**config.mk**
```make
export PLATFORM = sky130hd
export DESIGN_NAME = uart_hex_tx
export DESIGN_NICKNAME = d
export VERILOG_FILES = /design/src/rtl/uart_hex_tx.sv
export SDC_FILE = /design/constraint.sdc
export NUM_CORES = 1
export LEC_CHECK = 0
export BUFFER_PORTS_ARGS = -buffer_cell sky130_fd_sc_hd__buf_4
export CAP_MARGIN = 30
export CORE_MARGIN = 3
export CORE_UTILIZATION = 45
export DETAILED_ROUTE_END_ITERATION = 8
export HOLD_SLACK_MARGIN = 0.15
export PLACE_DENSITY = 0.65
export SYNTH_ARGS = -nofsm -noshare
export SYNTH_HDL_FRONTEND = slang
export SYNTH_SLANG_ARGS = --single-unit
```
**constraint.sdc**
```tcl
create_clock -name CLK100MHZ -period 3.05 [get_ports CLK100MHZ]
set_input_delay 0.61 -clock CLK100MHZ [delete_from_list [all_inputs] [get_ports CLK100MHZ]]
set_output_delay 0.61 -clock CLK100MHZ [all_outputs]
set_load 0.005 [all_outputs]
```
**src/rtl/uart_hex_tx.sv**
```systemverilog
// ---------------------------------------------------------------------------
// uart_hex_tx
//
// Debug UART transmitter. On a one-cycle request it latches a 32-bit debug
// word and sends it as eight uppercase ASCII hex digits, most-significant
// nibble first, followed by CR LF. The serial format is 8N1 with the LSB
// first. A host terminal therefore shows the same value that appears on the
// seven-segment display.
//
// Parameters
//   CLK_FREQ      input clock frequency in Hz
//   BAUD          serial bit rate
//   CLKS_PER_BIT  clock cycles per serial bit (CLK_FREQ/BAUD by default).
//                 It must be >= 2.
//
// Ports
//   CLK100MHZ   in   system clock; the only clock
//   reset       in   synchronous, active-high reset. It has priority mid-frame.
//   send        in   transmit request; sampled only while idle
//   word        in   [31:0] data word; latched on the cycle send is accepted
//   busy        out  high while a frame is in progress
//   done        out  one-cycle pulse in the first idle cycle after a frame
//   tx_pin_out  out  serial line; idle high
//
// All outputs are registered. A frame is 10 characters x 10 bits x
// CLKS_PER_BIT cycles, measured from the first low cycle to the done pulse.
// ---------------------------------------------------------------------------
module uart_hex_tx #(
    parameter int CLK_FREQ     = 100000000,
    parameter int BAUD         = 115200,
    parameter int CLKS_PER_BIT = CLK_FREQ / BAUD
) (
    input  logic        CLK100MHZ,
    input  logic        reset,
    input  logic        send,
    input  logic [31:0] word,
    output logic        busy,
    output logic        done,
    output logic        tx_pin_out
);

    // The baud counter only needs to reach CLKS_PER_BIT-1.
    localparam int CNT_W = (CLKS_PER_BIT > 2) ? $clog2(CLKS_PER_BIT) : 1;
    localparam logic [CNT_W-1:0] CNT_MAX = CNT_W'(CLKS_PER_BIT - 1);

    localparam logic [1:0] IDLE  = 2'd0;
    localparam logic [1:0] START = 2'd1;
    localparam logic [1:0] DATA  = 2'd2;
    localparam logic [1:0] STOP  = 2'd3;

    localparam logic [3:0] LAST_CHAR = 4'd9;
    localparam logic [7:0] ASCII_CR  = 8'h0D;
    localparam logic [7:0] ASCII_LF  = 8'h0A;

    logic [1:0]       state;
    logic [CNT_W-1:0] baud_cnt;
    logic [2:0]       bit_idx;
    logic [3:0]       char_idx;
    logic [31:0]      word_q;

    logic [3:0]       nibble;
    logic [7:0]       cur_char;
    logic [2:0]       next_bit;
    logic             bit_end;

    // Map one nibble to its uppercase ASCII hex digit.
    // 'A' is 0x41, so the A-F digits are 0x37 + n.
    function automatic logic [7:0] hex_ascii(input logic [3:0] n);
        if (n < 4'd10)
            return 8'h30 + {4'h0, n};
        else
            return 8'h37 + {4'h0, n};
    endfunction

    // Select the nibble for the current character, most significant first.
    always_comb begin
        nibble = 4'h0;
        case (char_idx)
            4'd0:    nibble = word_q[31:28];
            4'd1:    nibble = word_q[27:24];
            4'd2:    nibble = word_q[23:20];
            4'd3:    nibble = word_q[19:16];
            4'd4:    nibble = word_q[15:12];
            4'd5:    nibble = word_q[11:8];
            4'd6:    nibble = word_q[7:4];
            4'd7:    nibble = word_q[3:0];
            default: nibble = 4'h0;
        endcase
    end

    // Derive the current character from the latched word and char_idx.
    // Characters 8 and 9 are the CR LF trailer.
    always_comb begin
        cur_char = hex_ascii(nibble);
        if (char_idx == 4'd8)
            cur_char = ASCII_CR;
        else if (char_idx == LAST_CHAR)
            cur_char = ASCII_LF;
    end

    assign next_bit = bit_idx + 3'd1;
    assign bit_end  = (baud_cnt == CNT_MAX);

    // The line level is registered together with the state. Each transition
    // therefore loads the tx level of the state being entered, so the line
    // changes on the same edge as the state.
    always_ff @(posedge CLK100MHZ) begin
        if (reset) begin
            state      <= IDLE;
            baud_cnt   <= '0;
            bit_idx    <= 3'd0;
            char_idx   <= 4'd0;
            word_q     <= 32'h0;
            tx_pin_out <= 1'b1;
            busy       <= 1'b0;
            done       <= 1'b0;
        end else begin
            done <= 1'b0;
            case (state)
                IDLE: begin
                    tx_pin_out <= 1'b1;
                    busy       <= 1'b0;
                    // This is also the done cycle, which allows back-to-back
                    // frames with a single idle-high cycle between them.
                    if (send) begin
                        word_q     <= word;
                        char_idx   <= 4'd0;
                        bit_idx    <= 3'd0;
                        baud_cnt   <= '0;
                        state      <= START;
                        tx_pin_out <= 1'b0;
                        busy       <= 1'b1;
                    end
                end

                START: begin
                    if (bit_end) begin
                        baud_cnt   <= '0;
                        bit_idx    <= 3'd0;
                        state      <= DATA;
                        tx_pin_out <= cur_char[0];
                    end else begin
                        baud_cnt <= baud_cnt + CNT_W'(1);
                    end
                end

                DATA: begin
                    if (bit_end) begin
                        baud_cnt <= '0;
                        if (bit_idx == 3'd7) begin
                            state      <= STOP;
                            tx_pin_out <= 1'b1;
                        end else begin
                            bit_idx    <= next_bit;
                            tx_pin_out <= cur_char[next_bit];
                        end
                    end else begin
                        baud_cnt <= baud_cnt + CNT_W'(1);
                    end
                end

                STOP: begin
                    if (bit_end) begin
                        baud_cnt <= '0;
                        if (char_idx == LAST_CHAR) begin
                            state      <= IDLE;
                            busy       <= 1'b0;
                            done       <= 1'b1;
                            tx_pin_out <= 1'b1;
                        end else begin
                            // The next start bit follows immediately,
                            // with no inter-character gap.
                            char_idx   <= char_idx + 4'd1;
                            state      <= START;
                            tx_pin_out <= 1'b0;
                        end
                    end else begin
                        baud_cnt <= baud_cnt + CNT_W'(1);
                    end
                end

                default: begin
                    state      <= IDLE;
                    tx_pin_out <= 1'b1;
                    busy       <= 1'b0;
                end
            endcase
        end
    end

endmodule

```
==> results of run 1 <==
-- where the power goes --
| group | total (W) | internal (W) | switching, W |
|---|---|---|---|
| logic | 0.000771 | 0.000308 | 0.000463 |
| registers | 0.000883 | 0.000811 | 0.0000720 |
| clock network | 0.000418 | 0.000184 | 0.000234 |
-- cells in the mapped netlist, drive strengths merged, types with 5 or more instances --
library cell | count | area [sq um]
a22oi | 17 | 127.6
nand2 | 83 | 311.6
nor3 | 5 | 36.29
o21ai | 8 | 40.04
nand2b | 7 | 43.79
nand3 | 16 | 80.08
a21oi | 50 | 250.2
nor2 | 29 | 111.4
dfxtp | 54 | 1081
nand3b | 6 | 45.04
clkbuf | 20 | 75.07
inv | 6 | 22.52
ha | 11 | 137.6
-- stage by stage --
| stage | std cells | util |
|---|---|---|
| finish | 453 | 0.5511 |
| global route | 453 | 0.5511 |
| CTS | 453 | 0.5511 |
| detailed placement | 445 | 0.5351 |
| global placement | 445 | 0.5351 |
| floorplan | 353 | - |
-- worst max path at each step --
| stage | slack (ps) | to | cells after the start |
|---|---|---|---|
| after floorplan | 750 | tx_pin_out | 7 |
| after global placement | 630 | char_idx[3] | 8 |
| after detailed placement | 600 | char_idx[3] | 8 |
| after CTS | 580 | char_idx[3] | 8 |
| after global routing | 410 | char_idx[3] | 8 |
| final | 580 | char_idx[3] | 8 |
-- metal layers --
| metal | wire [microns] | GRT usage | part of all wire | up-vias |
|---|---|---|---|---|
| li1 | - | - | - | 1278 |
| met1 | 3167 | 0.2567 | 0.52 | 1104 |
| met2 | 2672 | 0.2769 | 0.44 | 38 |
| met3 | 201 | 0.03356 | 0.033 | 6 |
| met4 | 74 | 0.05409 | 0.012 | 0 |
| met5 | 0 | 0 | 0 | - |
-- flip-flops by register name (all words and copies together), names as in the netlist --
name,flops
busy,1
tx_pin_out,1
state,2
done,1
baud_cnt,10
word_q,32
char_idx,4
bit_idx,3
-- final cells by class --
| class | count | area, sq um | area share |
|---|---|---|---|
| Timing Repair Buffer | 41 | 307.8 | 0.09840 |
| Clock buffer | 7 | 86.33 | 0.02760 |
| Multi-Input combinational cell | 272 | 1535 | 0.4908 |
| Inverter | 6 | 22.52 | 0.007200 |
| Sequential cell | 54 | 1081 | 0.3456 |
| Clock inverter | 1 | 5.005 | 0.001600 |
| Tap cell | 72 | 90.09 | 0.02880 |
-- cell families after synthesis --
logic type      after synthesis
mux                           5
fa+ha+maj                    11
xor+xnor                      2
buf+inv                      27
simple gates                162
flops                        54
compound gates               92
-- worst max-delay path, cell delays in order (launching register included) --
cell                      delay (ps)
sky130_fd_sc_hd__dfxtp_1         380
sky130_fd_sc_hd__ha_1            210
sky130_fd_sc_hd__or4b_4          490
sky130_fd_sc_hd__nor4_4          450
sky130_fd_sc_hd__nand3_1         140
sky130_fd_sc_hd__a21oi_1         340
sky130_fd_sc_hd__nand4_1         160
sky130_fd_sc_hd__xnor2_1         150
sky130_fd_sc_hd__nor2_1           50
==> results summary, run 1 <==
At the pin with the least slew margin, the transition time is 561.9 ps. Across all register-to-register paths, the minimum setup slack is 580 ps. Counting instances, the worst hold path has a depth of 2. 0 antenna diodes ended up in the layout. At the placement stage, the worst setup path has a slack of between 600 and 700 ps. The worst register-to-register path begins at baud_cnt[0].

The mapped netlist covers approximately 0.0027 sq mm. The number of setup buffers added after CTS is 0. The type of the tightest min-delay check is reg2reg. The maximum VDD drop came out at roughly 250 uV. The setup violation total in the final timing report came out at 0. The detail-routed via count per cell is 5.355.

The post-synthesis to final-layout area growth came out at 15.05%. For this block, the initial DRC count from the detailed router was roughly 160. The depth of the worst register-to-register path came out at 8. The number of buffers on the longest clock path is 2. The final estimated routing congestion in global placement is ~0.8.

The CTS tree is built. Counting flops and latches in the post-synthesis netlist gives 54. The total via count after detailed routing came out at 2426.

The via count of the first global-routing pass came out at ~2300. The count of unresolved DRC violations after routing came out at 0. The remaining max-slew budget at the tightest pin is 0.6254.

The portion of synthesized area spent on multiplexers is 0.01933. The mean instance size in the synthesized netlist came out at approximately 7.7 sq um. The post-synthesis net count came out at ~400. The number of enable-type register cells in the synthesized netlist came out at 0. The H-tree depth reported by CTS came out at 2.

The run finished with clean final reports. The startpoint identified for the worst hold timing path is word_q[20]. The source-to-sink clock delay at the later pin of the worst-skew pair came out at approximately 310 ps. The first-pass GRT wire length came out at approximately 11 mm. The remaining global-route overflow is 0. The HPWL after detailed placement is 4.293 mm. The clock net sink count came out at between 50 and 60. The area share of xor/xnor cells in the synthesized design came out at 0.006443. Entering global routing, the biggest net connects 54 pins. The count of buffers from port buffering is 37.

The summed area of non-filler cells in the final layout is between 0.003 and 0.004 sq mm. The final net count came out at 426. The portion of the post-synthesis area used by sequential elements came out at 0.3976. Of the total synthesized cell area, the portion taken by AND, OR, NAND and NOR gates is 0.2784. Power comes to 0.002072 W. The total iterations of the first detailed-routing run is 5.

The share of the cycle needed by the critical path after routing came out at 0.8105. Summing all placed instances gives a cell area of 0.003037 sq mm. The fill cell instance count of the final layout is 578. The global router's overall resource usage came out at 0.1805. Leaving out fill and tap cells, the most frequent cells in the layout are sky130_fd_sc_hd__nand2_1 (83), sky130_fd_sc_hd__dfxtp_1 (54), sky130_fd_sc_hd__a21oi_1 (50), sky130_fd_sc_hd__buf_4 (41), sky130_fd_sc_hd__nor2_1 (28). Measured along the y axis, the die boundary spans ~84 microns. The initial antenna violation count came out at 0. The number of library cell types mapped by synthesis came out at between 40 and 50. Of the total synthesized cell area, the portion taken by full adders, half adders and majority gates is 0.05062. The count of final hold-check violations is 0. The worst setup path is captured at a flip-flop. The max-slew violation count came out at 0. The tree is rooted in a sky130_fd_sc_hd__clkbuf_8. The share of post-route cells with drive strength above 1 came out at 0.1601. The final critical delay including setup and external delays is around 2500 ps. For this run, the leading register cell type out of synthesis is sky130_fd_sc_hd__dfxtp_1.

In the final timing run, aggregate negative setup slack is 0 ps. For this design the ratio of total power to cell area is about 660 mW/mm^2. Once detail routing completed, the nets flagged for antenna violations numbered 0. The path with the worst hold slack has its endpoint at word_q[20]. The share of synthesized flip-flops with an asynchronous set or reset came out at 0. For this configuration, the core starts out at a cell density of 0.4791. The worst hold slack across all endpoints came out at between 400 and 500 ps. The post-cts gate resize count is 0. For the worst setup path, the data required time is approximately 3300 ps. The per-cell routed wire length is 13.50 microns. The library cell used most frequently in the layout, excluding fill and tap cells, is sky130_fd_sc_hd__nand2_1. The area enclosed by the die boundary is ~0.0070 sq mm. The number of top-level design ports came out at 38. The final clock skew came out at 2.341 ps.

The worst-path maximum fanout came out at 8. The tool flagged a number of max-cap violations equal to 0. The final worst-path setup slack came out at roughly 580 ps. The CTS clock-pin slew for the worst setup and hold paths is ~90 ps. The standby leakage power is ~1.2 nW. The synthesized instance count is approximately 350. By area, the combinational part of the netlist is dominated by simple AND/OR/NAND/NOR gates. At the worst endpoint, the arrival time is approximately 2700 ps.

The critical path starts at baud_cnt[0]. The width of the die came out at roughly 84 microns. During synthesis, Yosys emitted a total of 0 warnings. The complex-gate fraction of the synthesized area is 0.2098. In this run the core area contains 27 standard-cell rows. The number of buffers created by CTS is 5. The worst setup path is launched from a flip-flop. The number of hold buffers added after cts is 0.

Derived from the worst setup path, the maximum achievable clock frequency is ~400 MHz. Setup repair after global routing left no endpoint under its margin. The critical path in this run is classified as reg2reg. In this run the critical register-to-register path is captured at char_idx[3].

The total core area is 0.005675 sq mm. The total wire length is 6.116 mm.
Power figures use the tool's default switching activity.
==> inputs of run 2 (changes only) <==
Settings changed: PLACE_DENSITY 0.65 to 0.68.
Clock period 3.05 ns to 2 ns, I/O delays scaled along.
==> results summary, run 2 (same netlist as run 1, synthesis figures left out) <==
The worst setup path is launched from a flip-flop. The worst-case IR drop observed on VDD is 398.7 uV. The startpoint identified for the worst hold timing path is word[3]. The flip-flop and latch area came out at 0.001086 sq mm. The H-tree depth reported by CTS is 2. The worst flop-to-flop path startpoint is char_idx[1]. Of the total power, combinational logic draws 0.417. The number of buffers created by CTS came out at 5. The clock reaches the later pin of the worst-skew pair after roughly 310 ps. The type of the tightest min-delay check is in2reg. The internal portion of the total power is 0.002112 W. Counting the fill cells in the layout gives approximately 530. The total wire length came out at 6.585 mm. The floorplan die height came out at 83.73 microns. Entering global routing, the biggest net connects 54 pins. The final estimated routing congestion in global placement came out at ~0.84.

Summed over all failing endpoints, the final setup total negative slack is -1969 ps. The commonest non-fill, non-tap cell in the layout is sky130_fd_sc_hd__nand2_1. The total core area came out at 0.005675 sq mm. The per-cell routed wire length came out at 13.81 microns. Buffers inserted to repair hold after CTS numbered 0. word_q holds more flip-flops than any other register. The largest registers in the layout are word_q: 32 flops, baud_cnt: 10 flops, char_idx: 4 flops.

The cell total after placement came out at between 400 and 500. The number of buffers on the longest clock path is 2. The sink of the worst hold path is word_q[3]. The detail-routed via count per cell is 5.465. Data on the critical path is required at its endpoint by 2200 ps. The setup violation total in the final timing report is 15. For this run, the post-layout net count is 450. After detailed placement, the total cell area comes to roughly 0.0032 sq mm. After the flow finishes, the layout carries non-filler instances totaling around 480. The critical path data arrival time came out at roughly 2500 ps. The critical path is of the reg2reg type.

The design draws 0.003368 W. The total iterations of the first detailed-routing run came out at 4. The clock net sink count came out at 54. For the pin with the worst max-slew slack, the measured transition is 556.9 ps. The max-slew violation count came out at 0. Setup repair after global routing could not meet its margin everywhere. The initial antenna violation count is 0. The capture instance of the worst register-to-register path is tx_pin_out. The worst hold path depth is 3. The via count of the first global-routing pass came out at approximately 2400.

The CTS clock-pin slew for the worst setup and hold paths came out at 100 ps. The count of buffers from port buffering came out at 37. In this run the power density over the cells is roughly 980 mW/mm^2. The number of rows in the core area is 27. The final reports fail on negative setup slack. For this design the static power due to leakage is 1.343 nW. Of the total power, the clock network draws 0.179. The die covers around 0.007 sq mm. The remaining max-slew budget at the tightest pin is 0.6287. Pin placement for this block handled 38 I/O pins. The worst setup path is captured at a flip-flop. In the finished design, the share of the clock period the worst path needs comes to 1.125. The register with the most flip-flops in the layout has 32 of them. Of the total power, registers draw 0.404. The count of routing violations after the opening detailed-route iteration came out at approximately 190. The setup slack after placement came out at -288.4 ps.

In this run the power spent charging and discharging nets is 0.001256 W. The first-pass GRT wire length came out at about 11 mm. The width of the die is around 84 microns.

Of the cells placed in the final design, the portion with a size suffix greater than 1 is 0.2765. The starting density of the core is 0.4791. In the layout the commonest cells are sky130_fd_sc_hd__nand2_1 (83), sky130_fd_sc_hd__buf_4 (64), sky130_fd_sc_hd__dfxtp_1 (50), sky130_fd_sc_hd__a21oi_1 (44), sky130_fd_sc_hd__nor2_1 (27). The detail route stage leaves a number of antenna-violating nets equal to 0.

The post-synthesis to final-layout area growth is 26.78%. The count of unresolved DRC violations after routing is 0. The routed layout has 2607 vias. The switching fraction of total power is 0.3729. The final critical delay including setup and external delays came out at 2251 ps.

The depth of the worst register-to-register path came out at 9. The summed area of non-filler cells in the final layout is roughly 0.0034 sq mm. The max-cap violation count is 0.

The run finished, with violations left. The final clock skew came out at 4.874 ps. Across all setup checks in the final design, the least slack found is -250.8 ps.

0 antenna diodes ended up in the layout. The clock root buffer is sky130_fd_sc_hd__clkbuf_8. The CTS tree is built. The register-to-register path setup slack came out at -250 ps.

The count of final hold-check violations is 0. The remaining global-route overflow is 0. The global router's overall resource usage came out at 0.1872.

The maximum clock frequency is ~440 MHz. The area occupied by multi-input gates came out at approximately 0.0017 sq mm. The HPWL after detailed placement came out at about 4.6 mm. The worst-path maximum fanout came out at 9.
==> run 2: cell types whose count changed in the layout (fill, tap and decap cells not counted), sizes merged <==
cell    previous run  this run
clkbuf             7         6
clkinv             1         2
buf               41        65
==> run 2: cell type report <==
type	instances	area share
Multi-Input combinational cell	272	0.4846
Sequential cell	54	0.3151
Timing Repair Buffer	65	0.1426
Tap cell	72	0.02613
Clock buffer	6	0.02105
Inverter	6	0.006534
Clock inverter	2	0.003993
==> run 2: timing repair <==
action	in CTS	in global routing
hold endpoints to repair	0	0
endpoints found under the setup margin	17	21
pin swaps	5	5
buffers inserted	1	2
gates resized for setup	15	12
==> run 2: metrics by stage <==
stage | hold slack [ps] | util
floorplan | 432.9 | -
global placement | 444.5 | 0.5686
detailed placement | 451.0 | 0.5686
CTS | 320.3 | 0.5937
global route | 310.9 | 0.6074
finish | 324.4 | 0.6074
==> run 2: metal layers <==
metal / vias to the layer above / share of wire / GRT usage
met5: - / 0 / 0
met4: 0 / 0.0046 / 0.05117
met3: 2 / 0.055 / 0.04344
met2: 65 / 0.46 / 0.2834
met1: 1217 / 0.48 / 0.2662
li1: 1323 / - / -
==> run 2: worst max path at each step <==
stage	slack (ps)	startpoint	end	cells past startpoint
after detailed placement	-290	char_idx[1]	tx_pin_out	9
after CTS	-180	baud_cnt[1]	bit_idx[2]	8
after global placement	-170	char_idx[0]	tx_pin_out	9
final	-250	char_idx[1]	tx_pin_out	9
after global routing	-360	char_idx[1]	tx_pin_out	9
after floorplan	-100	baud_cnt[1]	bit_idx[0]	8
==> run 2: power groups by stage <==
| stage | Combinational [W] | Sequential, W | Clock (W) |
|---|---|---|---|
| after global placement | 0.00127 | 0.00138 | 0 |
| after CTS | 0.00136 | 0.00136 | 0.000626 |
| after global routing | 0.00157 | 0.00138 | 0.000677 |
| after floorplan | 0.000911 | 0.00135 | 0 |
| final | 0.00140 | 0.00136 | 0.000602 |
| after detailed placement | 0.00129 | 0.00138 | 0 |
==> run 2: critical path, cell delays in order (launching register included) <==
cell,delay (ps)
sky130_fd_sc_hd__dfxtp_2,360
sky130_fd_sc_hd__inv_1,120
sky130_fd_sc_hd__ha_4,210
sky130_fd_sc_hd__a22oi_1,220
sky130_fd_sc_hd__nand3b_1,160
sky130_fd_sc_hd__a22oi_2,250
sky130_fd_sc_hd__nand2b_4,180
sky130_fd_sc_hd__mux2i_2,250
sky130_fd_sc_hd__a2111oi_2,100
sky130_fd_sc_hd__a211o_1,290
==> inputs of run 3 (changes only) <==
Settings changed: BUFFER_PORTS_ARGS -buffer_cell sky130_fd_sc_hd__buf_4 to default, DONT_BUFFER_PORTS from default to 1, PLACE_DENSITY 0.68 to 0.62.
==> results summary, run 3 (same netlist as run 1, synthesis figures left out) <==
The share of post-route cells with drive strength above 1 came out at 0.2312. The H-tree depth reported by CTS came out at 2. The count of final hold-check violations is 0.

Across the VDD grid, the largest voltage drop is 468.2 uV. Before antenna repair, the detailed router went through 5 iterations. Setup repair after global routing could not meet its margin everywhere. The final worst-path setup slack is -217.2 ps. The transition time at the pin with the least slew margin is 418.4 ps. The critical path in this run is classified as reg2reg.

The first-pass GRT wire length is approximately 11 mm. The final critical delay including setup and external delays came out at about 2200 ps. The source-to-sink clock delay at the later pin of the worst-skew pair is 310 ps. In the global route stage, overall resource usage came out at 0.1893. The flip-flop count of the largest register after layout is 32. In this run the tightest slew margin relative to its limit is 0.7211. Ranked by flip-flop count, first place goes to word_q. The CTS clock-pin slew for the worst setup and hold paths came out at roughly 90 ps.

The worst flop-to-flop path startpoint is baud_cnt[1]. The maximum clock frequency is 451.0 MHz. The total inserted antenna cells is 0.

The number of top-level design ports is 38. The setup violation total in the final timing report is 15. The worst hold path begins at reset.

The register-to-register path setup slack is -220 ps. The depth of the worst register-to-register path came out at 8. For this run, design rule violations remaining after detail routing come to 0. The pin count of the biggest net entering global routing came out at 47. The final reports fail on negative setup slack. After detailed routing, the number of vias per cell comes to between 5 and 6. The initial antenna violation count came out at 0. The flow ran to the end, but the final reports show violations. The width of the die came out at ~84 microns. Among the stages of the critical path, the cell type that occurs most often is sky130_fd_sc_hd__a21oi_2. The tree is rooted in a sky130_fd_sc_hd__clkbuf_8. The clock net sink count is 54. The number of routed nets with antenna violations is 0. The slowest cell on the critical path is sky130_fd_sc_hd__or4_4. The total overflow left after global routing is 0. The largest registers in the layout are word_q: 32 flops, baud_cnt: 10 flops, char_idx: 4 flops. The top cell types in the final layout, fill and taps aside, are sky130_fd_sc_hd__nand2_1 (83), sky130_fd_sc_hd__dfxtp_1 (50), sky130_fd_sc_hd__a21oi_1 (42), sky130_fd_sc_hd__buf_4 (25), sky130_fd_sc_hd__nor2_1 (23). The max-slew violation count came out at 0.

The total via count after detailed routing came out at between 2000 and 3000. The number of rows in the core area is 27. For the worst setup path, the data arrival time is around 2500 ps. The HPWL after detailed placement is 4.553 mm.

After the first detailed-routing iteration, the DRC count stood at ~170. The final clock skew is 6.732 ps. In this run the tool buffered the top-level ports with 0 buffer cells. The path with the worst hold slack has its endpoint at done. The endpoint identified for the worst register-to-register timing path is bit_idx[1]. The worst hold path belongs to the class in2reg. The number of buffers created by CTS is 5.

The post-layout instance count excluding filler cells came out at approximately 440. In this run, placement finished with an instance count of around 430. In this run the static leakage power is 1.207 nW. The total core area is 0.005675 sq mm. STA classifies the critical path endpoint as a flip-flop. The total wire length is around 6.6 mm. The per-cell routed wire length came out at between 10 and 15 microns. Leaving out fill and tap cells, the most frequent cell in the layout is sky130_fd_sc_hd__nand2_1. Data on the critical path is required at its endpoint by 2250 ps. The worst hold path depth came out at 1. The post-synthesis to final-layout area growth is 19.88%. Walking the worst path, the cells encountered are ha_4 -> or4b_4 -> or4_4 -> a21oi_2 -> a21oi_2 -> nor3_4 -> nand3_1 -> a21oi_1.

The worst setup path is launched from a flip-flop. The final estimated routing congestion in global placement is 0.8981. The starting density of the core is 0.4791. The worst-path maximum fanout came out at 6. The CTS tree is built.

The area enclosed by the die boundary came out at 0.007011 sq mm. The via count of the first global-routing pass came out at 2338. For this run, the slowest stage of the critical path takes 490 ps. The share of the cycle needed by the critical path after routing is 1.109. The utilization after layout came out at 0.5743.

Overall power consumption after layout is estimated at 0.003543 W. The number of buffers on the longest clock path is 2. The final net count came out at 418. From bottom edge to top edge, the die measures 83.73 microns.

The max-cap violation count is 0. In this run the power density over the cells is about 1100 mW/mm^2.
[run 3: what timing repair did]
action | CTS | global route
setup buffers | 1 | 3
hold buffers | 2 | 0
gates resized for setup | 18 | 20
endpoints found under the hold margin | 46 | 0
pin swaps | 10 | 22
setup endpoints to repair | 16 | 21
[run 3: worst max path at each step]
stage                      startpoint  slack [ps]          to  depth (start not counted)
after floorplan           baud_cnt[1]        -100  bit_idx[0]                          8
after global placement    char_idx[1]        -250  tx_pin_out                          9
after detailed placement  char_idx[1]        -300  tx_pin_out                          9
after CTS                 baud_cnt[1]        -210  tx_pin_out                          7
after global routing      char_idx[1]        -340  tx_pin_out                          9
final                     baud_cnt[1]        -220  bit_idx[1]                          8
[run 3: final cells by class]
cell class	count	area, sq um
Clock buffer	5	68.82
Multi-Input combinational cell	272	1668
Tap cell	72	90.09
Inverter	6	22.52
Fill cell	527	2416
Timing Repair Buffer	33	285.3
Sequential cell	54	1086
Clock inverter	2	38.79
[run 3: power breakdown]
part / leakage [nW] / switching (W) / internal [W]
logic: 0.710 / 0.000814 / 0.000639
registers: 0.443 / 0.000121 / 0.00124
clock network: 0.0542 / 0.000361 / 0.000369
total: 1.21 / 0.00130 / 0.00225
[run 3: routing by layer]
layer	part of all wire	wire length, microns	GRT usage
met1	0.48	3174	0.2660
met4	0.0093	62	0.04532
met2	0.45	2988	0.2943
met5	0	0	0
met3	0.062	411	0.04245
[run 3: worst max-delay path: cells and delay by family, from the launching register on]
| family | cells | cell delay [ps] |
|---|---|---|
| fa+ha+maj | 1 | 130 |
| compound gates | 3 | 400 |
| simple gates | 4 | 1280 |
| flops | 1 | 360 |
[run 3: through the flow]
| step | instance area, sq um | setup TNS (ps) | hold WS, ps | worst slack [ps] |
|---|---|---|---|---|
| 2_1_floorplan | 2756 | -575.2 | 432.9 | -98.76 |
| 3_3_place_gp | 2964 | -1754 | 437.4 | -250.8 |
| 3_5_place_dp | 2964 | -2157 | 440.4 | -303.3 |
| 4_1_cts | 3173 | -1941 | 163.8 | -206.2 |
| 5_1_grt | 3259 | -3627 | 158.4 | -343.1 |
| 6_report | 3259 | -2103 | 170.7 | -217.2 |
